[src/rtl/alu_wb_buffer.sv]
// Writeback buffer between a registered ALU stage and a shared writeback port.
// Holds up to DEPTH results in order; flushed entries are dropped at the head without writeback.
module alu_wb_buffer #(
    parameter int unsigned DEPTH = 4
) (
    input  logic                     clk,
    input  logic                     rst,
    input  logic [91:0]              IN_uop,
    output logic                     OUT_wbStall,
    input  logic                     IN_invalidate,
    input  logic [5:0]               IN_invalidateSqN,
    input  logic                     IN_portGrant,
    output logic                     OUT_wbValid,
    output logic [31:0]              OUT_wbResult,
    output logic [5:0]               OUT_wbTag,
    output logic [4:0]               OUT_wbNmDst,
    output logic [5:0]               OUT_wbSqN,
    output logic [1:0]               OUT_wbFlags,
    output logic [$clog2(DEPTH):0]   OUT_occupancy
);

    localparam int unsigned PTR_W = $clog2(DEPTH);
    localparam int unsigned OCC_W = PTR_W + 1;
    localparam int unsigned CMP_W = OCC_W + 1;
    localparam int unsigned SQN_W = 6;

    typedef struct packed {
        logic [31:0]      result;
        logic [5:0]       tag;
        logic [4:0]       nm_dst;
        logic [SQN_W-1:0] sqn;
        logic [1:0]       flags;
    } entry_t;

    entry_t             mem_q [DEPTH];
    logic [DEPTH-1:0]   live_q, live_d;
    logic [PTR_W-1:0]   head_q, head_d;
    logic [PTR_W-1:0]   tail_q, tail_d;
    logic [OCC_W-1:0]   occ_q, occ_d;

    entry_t             in_entry_c;
    entry_t             head_entry_c;
    logic               head_kill_c;
    logic               wb_valid_c;
    logic               pop_c;
    logic               enq_c;
    logic               unused_uop_bits;

    // Sequence numbers wrap at 64; "younger" means strictly ahead of the bound in 6-bit signed distance.
    function automatic logic is_younger(input logic [SQN_W-1:0] sqn, input logic [SQN_W-1:0] bound);
        logic [SQN_W-1:0] diff;
        diff = sqn - bound;
        return $signed(diff) > 6'sd0;
    endfunction

    assign in_entry_c = '{
        result: IN_uop[91:60],
        tag:    IN_uop[59:54],
        nm_dst: IN_uop[53:49],
        sqn:    IN_uop[48:43],
        flags:  IN_uop[2:1]
    };
    assign unused_uop_bits = ^IN_uop[42:3];

    always_comb begin
        head_entry_c = mem_q[head_q];
        head_kill_c  = IN_invalidate && is_younger(head_entry_c.sqn, IN_invalidateSqN);
        wb_valid_c   = rst && (occ_q != '0) && live_q[head_q] && !head_kill_c;
        // A non-presentable head (dead or being killed) is dropped without waiting for a grant.
        pop_c        = (occ_q != '0) && (!wb_valid_c || IN_portGrant);
        enq_c        = rst && IN_uop[0] && !(IN_invalidate && is_younger(IN_uop[48:43], IN_invalidateSqN));
    end

    always_comb begin
        live_d = live_q;
        head_d = head_q;
        tail_d = tail_q;
        occ_d  = occ_q;
        if (IN_invalidate) begin
            for (int i = 0; i < int'(DEPTH); i++) begin
                if (is_younger(mem_q[i].sqn, IN_invalidateSqN)) begin
                    live_d[i] = 1'b0;
                end
            end
        end
        if (pop_c) begin
            live_d[head_q] = 1'b0;
            head_d         = head_q + PTR_W'(1);
        end
        // Enqueue last so a full-buffer pop+push into the same slot leaves it live.
        if (enq_c) begin
            live_d[tail_q] = 1'b1;
            tail_d         = tail_q + PTR_W'(1);
        end
        occ_d = occ_q + OCC_W'(enq_c) - OCC_W'(pop_c);
    end

    always_ff @(posedge clk or negedge rst) begin
        if (!rst) begin
            live_q <= '0;
            head_q <= '0;
            tail_q <= '0;
            occ_q  <= '0;
        end else begin
            live_q <= live_d;
            head_q <= head_d;
            tail_q <= tail_d;
            occ_q  <= occ_d;
        end
    end

    // Payload storage needs no reset: the live bits and occupancy gate its visibility.
    always_ff @(posedge clk) begin
        if (enq_c) begin
            mem_q[tail_q] <= in_entry_c;
        end
    end

    assign OUT_wbStall   = !rst || ((CMP_W'(occ_q) + CMP_W'(IN_uop[0])) >= CMP_W'(DEPTH));
    assign OUT_wbValid   = wb_valid_c;
    assign OUT_wbResult  = head_entry_c.result;
    assign OUT_wbTag     = head_entry_c.tag;
    assign OUT_wbNmDst   = head_entry_c.nm_dst;
    assign OUT_wbSqN     = head_entry_c.sqn;
    assign OUT_wbFlags   = head_entry_c.flags;
    assign OUT_occupancy = occ_q;

endmodule

[config.mk]
export PLATFORM = sky130hd
export DESIGN_NAME = alu_wb_buffer
export DESIGN_NICKNAME = d
export VERILOG_FILES = /design/src/rtl/alu_wb_buffer.sv
export SDC_FILE = /design/constraint.sdc
export NUM_CORES = 1
export LEC_CHECK = 0
export BUFFER_PORTS_ARGS = -buffer_cell sky130_fd_sc_hd__buf_4
export CAP_MARGIN = 20
export CORE_UTILIZATION = 56
export DETAILED_ROUTE_END_ITERATION = 7
export GPL_TIMING_DRIVEN = 1
export PLACE_DENSITY = 0.8
export SLEW_MARGIN = 20
export SYNTH_ARGS = -nofsm -noshare
export SYNTH_HDL_FRONTEND = slang
export SYNTH_SLANG_ARGS = --single-unit
export TNS_END_PERCENT = 30
[constraint.sdc]
create_clock -name clk -period 5.2 [get_ports clk]
set_clock_uncertainty 0.2 [all_clocks]
set_input_delay 0.26 -clock clk [delete_from_list [all_inputs] [get_ports clk]]
set_output_delay 0.26 -clock clk [all_outputs]
set_load 0.03 [all_outputs]
Yosys cells after proc, flatten, opt, wreduce, memory -nomap -nowiden
Memory sizes are Yosys's and may differ from the RTL's.
Cells that the tools add are included.
Widths: inputs -> output; s select.
{ "op_classes": {"n_addsub": 11, "n_reduce_logical": 17, "n_mux": 15, "magnitude_cmp": 11, "bitwise": 3} }
{ "op_table": {"columns": ["operator", "count"], "rows": [
  ["$gt 6x1->1 const B", 6],
  ["$sub 6x6->6", 6],
  ["$mux 4", 3],
  ["$logic_and 1x1->1", 10],
  ["$mux 1", 9],
  ["$lt 2x3->1 const B", 2],
  ["$add 2x1->2 const B", 2],
  ["$add 3x1->4", 1],
  ["$and 4x4->4", 1],
  ["$demux 1 s2", 2],
  ["$ge 2x1->1 const B", 2],
  ["$ge 4x3->1 const B", 1],
  ["$logic_not 1->1", 4],
  ["$not 4->4", 1],
  ["$or 4x4->4", 1],
  ["$add 3x1->3", 1],
  ["$reduce_bool 3->1", 1],
  ["$sub 3x1->3", 1],
  ["$bmux 1 s2", 1],
  ["$logic_or 1x1->1", 2]
]} }
{ "word_totals": {"ramBits": 204, "out_inout_bits": 56, "regBits": 11, "wordCells": 62, "memories": 1} }
{ "mem_list": {"columns": ["memory", "depth", "word_bits", "rd", "rd_ports_with_merged_regs", "wr", "line", "rtl"], "rows": [
  ["mem_q", 4, 51, 5, 0, 1, "35", "entry_t mem_q [DEPTH];"]
]} }

Longest topological paths before layout
An unclocked memory read counts as a cell.
{ "logic_depth": {"depth_word": 12, "ltp_mapped": 19, "mapped_depth_nobuf": 18} }

Worst setup path before layout
Ideal clock, no wire load.
{ "synth_path": {"kind": "flip-flop to flip-flop", "startpoint": "reg head_q[0]", "endpoint": "reg occ_q[2], in the netlist OUT_occupancy[2]", "n_path_buf": 2, "path_stages_with_launch": 18, "t_required_ns": 4.878, "t_arrival_ns": 3.891, "path_slack_ns": 0.987, "cell_sequence": "dfrtp_1 buf_6 buf_2 mux4_2 ha_1 or2_2 o22ai_1 xnor2_1 o41ai_2 o21ai_2 nand2_2 inv_1 ha_1 inv_1 ha_1 inv_1 fa_1 xor2_1"} }
{ "synth_between": {"elab_chain_len": 10} }
{ "synth_rtl": {"columns": ["element", "line", "rtl"], "rows": [
  ["from (decl)", "37", "logic [PTR_W-1:0] head_q, head_d;"],
  ["from (signal assigned)", "101", "head_q <= '0;"],
  ["from (signal assigned)", "106", "head_q <= head_d;"],
  ["$mem_v2 4x51", null, null],
  ["named net OUT_wbSqN[2]", "17", "output logic [5:0] OUT_wbSqN,"],
  ["$sub 6x6->6", "52", "diff = sqn - bound;"],
  ["$gt 6x1->1", "53", "return $signed(diff) > 6'sd0;"],
  ["$logic_and 1x1->1", "67", "head_kill_c = IN_invalidate && is_younger(head_entry_c.sqn, IN_invalidateSqN);"],
  ["$logic_not 1->1", "68", "wb_valid_c = rst && (occ_q != '0) && live_q[head_q] && !head_kill_c;"],
  ["$logic_and 1x1->1", "68", null],
  ["$logic_not 1->1", "70", "pop_c = (occ_q != '0) && (!wb_valid_c || IN_portGrant);"],
  ["$logic_or 1x1->1", "70", null],
  ["$logic_and 1x1->1", "70", null],
  ["$sub 3x1->3", "95", "occ_d = occ_q + OCC_W'(enq_c) - OCC_W'(pop_c);"],
  ["named net occ_d[2]", "39", "logic [OCC_W-1:0] occ_q, occ_d;"],
  ["to (signal assigned)", "103", "occ_q <= '0;"],
  ["to (signal assigned)", "108", "occ_q <= occ_d;"],
  ["to (decl)", "39", null]
]} }
The timed path passes the listed nets, and every way through them passes these cells. The select of a mux whose other input is x is not followed.
A chain may end at the register's enable or synchronous reset.

Worst setup path after layout
{ "layout_path": {"startpoint": "reg head_q[0]", "endpoint": "reg occ_q[2], in the netlist OUT_occupancy[2]"} }
{ "layout_between": {"elab_chain_len": 10} }
{ "layout_rtl": {"columns": ["element", "line"], "rows": [
  ["$mem_v2 4x51", null],
  ["$sub 6x6->6", "52"],
  ["$gt 6x1->1", "53"],
  ["$logic_and 1x1->1", "67"],
  ["$logic_not 1->1", "68"],
  ["$logic_and 1x1->1 *", "68"],
  ["$logic_not 1->1 *", "70"],
  ["$logic_or 1x1->1 *", "70"],
  ["$logic_and 1x1->1 *", "70"],
  ["$sub 3x1->3 *", "95"],
  ["named net occ_d[2]", "39"]
]} }
The timed path passes the listed nets; every way through them passes the cells marked *. The select of a mux whose other input is x is not followed.

==> results.txt <==
- Number of routed nets with antenna violations: 0
- Syn Std Cell Area: 0.00930 mm²
- Global routing finished with a remaining overflow of 0.
- Cells with a size suffix above 1 make up 31.6% of the layout.
- Counting flops with a built-in enable in the synthesized netlist gives 204.
- The number of nets in the synthesized netlist is 650.
- The analysis attributes to cell leakage a power of 0.00436 µW.
- The most used flip-flop cell after synthesis is edfxtp_1.
* Nets: 839
* Class of the worst hold path: in -> reg
- The floorplan step defined a die boundary enclosing 0.0171 mm².
- Number of clock sinks seen by CTS: 215
* Drt via density: 5.67
- Antenna diode instance count: 0
* Worst endpoint required time: 5390 ps
- Tmin final: 4080 ps
- Die height: 131 µm
- Slowest cell delay on critical path: 530 ps
- GPL Wtd Cong: 0.792
- For the worst setup path, the data arrival time is 4280 ps.
* Num ports: 158
- Hold timing on the final database bottoms out at a slack of 19.5 ps.
- The number of global-route vias before repair came to 5,636.
- In this run, the number of DRC markers left after iteration 0 of detailed routing was 325.
- The worst pin sits at a relative slew slack of 36.8%.
* Period utilization: 78.6%
* Peak ir drop on the vdd network: 406 µV
* Post-synthesis register bit count: 215
- Sequential cell area fraction in the yosys report: 68.8%
* Total Routed Length: 19.4 mm
- STA classifies the critical path startpoint as a flop.
- After detailed routing, the number of remaining DRC violations is 0.
- Die width: 131 µm
- Dividing the synthesized area by the synthesized cell count gives 18.6 µm².
- Setup repair after global routing left no endpoint under its margin.
- In this run the tool buffered the top-level ports with 117 buffer cells.
* Number of failing hold endpoints at the final stage: 0
* Critical Path Fanout Max: 5
* Final HPWL DP: 12.0 mm
- The floorplan step defined a core boundary enclosing 0.0161 mm².
- Chain of cells forming the critical path: mux4_2 > inv_1 > ha_1 > inv_1 > fa_1 > a21o_1 > a21oi_1 > xnor2_1 > o41ai_2 > o21ai_2 > nand2_2 > inv_1 > ha_1 > inv_1 > ha_1 > inv_1 > fa_1 > xor2_1
* CP Capture Type: flop
- Vias after detailed routing: 5,221
* Clock transition at path regs: 60 ps
- Fmax: 0.245 GHz
- TritonCTS Buffers: 22
- Number of pins with negative max-slew slack in the final report: 0
* Area delta synth->final: 26.3%
* Slew at the pin with the worst max-slew slack: 943 ps
- TritonCTS clock tree: yes
* MaxCap Viol Count: 0
* Starting Density: 57.9%
- The initialized floorplan defines 46 standard-cell rows.
- Setup total negative slack on the finished layout was measured at 0 ps.
- After synthesis, the netlist uses 40 different library cells.
- Source-to-sink clock delay at the later pin of the worst-skew pair: 500 ps
- On the critical path, the stage with the largest delay is an instance of mux4_2.
* Number of cells produced by synthesis: 500
- Wirelength per Cell: 21.1 µm
- The worst setup path is of the reg -> reg kind.
- Setup violations remaining at the end of the flow were counted as 0.
- Length of the first detailed-routing pass in iterations: 5
- Syn. warnings: 0
* Overall Global Routing Usage: 24.0%
* H-tree depth: 1
- Hold Path Stages: 3
* Ys async rst share: 5.12%
* Status: completed
* Global-route wire length before repair: 30.1 mm
- The design draws 6080 µW.
- Power density normalized to cell area: 517 mW/mm²
* Cell seen most often among critical-path stages: inv_1
* Worst reg-to-reg path cell count: 18
* Clock tree root buffer cell: clkbuf_16
- The number of antenna violations at the first check in global routing is 0.
- Maximum number of pins on one net before global-route repair: 54
* Maximum count of clock buffers along a single path: 3
[flip-flops by register name, indices dropped and copies added, names as in the netlist]
register	cells
tail_q	2
mem_q	204
live_q	4
OUT_occupancy	3
head_q	2
[worst max-delay path, delay by kind of cell (launching register included)]
family | cells | cell delay (ps)
and+or+nand+nor | 1 | 130
muxes | 1 | 530
AOI/OAI and AO/OA | 4 | 800
DFF | 1 | 460
xor gates and xnor gates | 2 | 260
buffers and inverters | 5 | 280
adders and majority gates | 5 | 1310
[where the power goes]
part / switching [µW] / internal, µW / total, µW
Combinational: 1320 / 981 / 2300
Clock: 630 / 978 / 1610
Sequential: 81.1 / 2090 / 2170
Total: 2030 / 4050 / 6080
[kinds of logic (layout without fill, tap and decap cells)]
group,Yosys count,count (layout),share of synthesized area (%)
xor gates and xnor gates,28,28,2.72
buffers and inverters,44,249,1.95
adders and majority gates,48,48,7.02
and+or+nand+nor,63,63,3.28
DFF,215,215,68.8
muxes,55,55,12.8
AOI/OAI and AO/OA,47,47,3.34
[worst paths after layout]
kind                               start               end  slack (ps)
setup / recovery               head_q[0]  OUT_occupancy[2]        1120
hold reg to reg                live_q[2]         live_q[2]         330
min in group asynchronous            rst         live_q[3]         620
hold / removal             IN_invalidate         live_q[0]          20
max in group asynchronous            rst         head_q[0]        3810
setup reg to reg               head_q[0]  OUT_occupancy[2]        1120
[routing by layer]
metal / vias to the layer above / GRT usage, % / share of wire (%)
li1: 2339 / - / -
met1: 2660 / 30.0 / 39
met2: 177 / 42.0 / 53
met3: 45 / 5.09 / 5.9
met4: 0 / 7.84 / 2.7
met5: - / 0 / 0
[timing repair]
action	4_1_cts	5_1_grt
hold buffers	53	0
buffers inserted	0	0
endpoints found under the hold margin	215	0
gates resized for setup	0	0
[placed cells by master, fill, tap and decap left out, types with 2 or more instances in the layout]
cell type and n:
a21o_1 5, a21oi_1 16, a32o_1 4, and2_2 4
buf_4 126, bufinv_16 4, clkbuf_1 4, clkbuf_16 22
clkinv_1 4, clkinv_2 5, dfrtp_1 9, dlygate4sd3_1 53
edfxtp_1 204, fa_1 7, ha_1 41, inv_1 29
mux2i_1 2, mux4_2 51, nand2_1 5, nand2b_1 11
nand3_1 8, nor2_1 27, nor2b_1 2, o21ai_0 10
o22ai_1 2, o311ai_0 4, xnor2_1 19, xor2_1 8
[Yosys cell counts (2+ instances only)]
cell	n	share of area, %
dfrtp_1	11	3.0
nor2_1	27	1.1
a21o_1	5	0.40
o21ai_0	10	0.54
nand2_1	5	0.20
a32o_1	4	0.43
xor2_1	8	0.75
ha_1	41	5.5
xnor2_1	19	1.8
nand2b_1	11	0.74
clkbuf_1	6	0.24
a21oi_1	16	0.86
edfxtp_1	204	66
mux2i_1	2	0.22
mux4_2	51	12
fa_1	7	1.5
nand3_1	8	0.43
buf_2	7	0.38
and2_1	4	0.27
nor2b_1	2	0.13
o22ai_1	2	0.13
inv_1	29	1.2
o311ai_0	4	0.38
[per-stage QoR]
stage               instances  utilization [%]  setup WS [ps]  area, µm²
CTS                       921             73.1           1050      11700
global placement          828             65.2           1080      10500
global route              921             73.1            873      11700
detailed placement        828             65.2           1060      10500
finish                    921             73.1           1120      11700
floorplan                 500                -            987       9300
[cell type report]
type                    instances  area [µm²]
flip-flops and latches        215        6410
fillers                       923        4310
multi-input cells             241        2720
repair buffers                180        1500
clock buffers                  26         566
well taps                     216         270
clock inverters                14         176
inverters                      29         109
No activity file was read; power rests on OpenSTA's default activity.
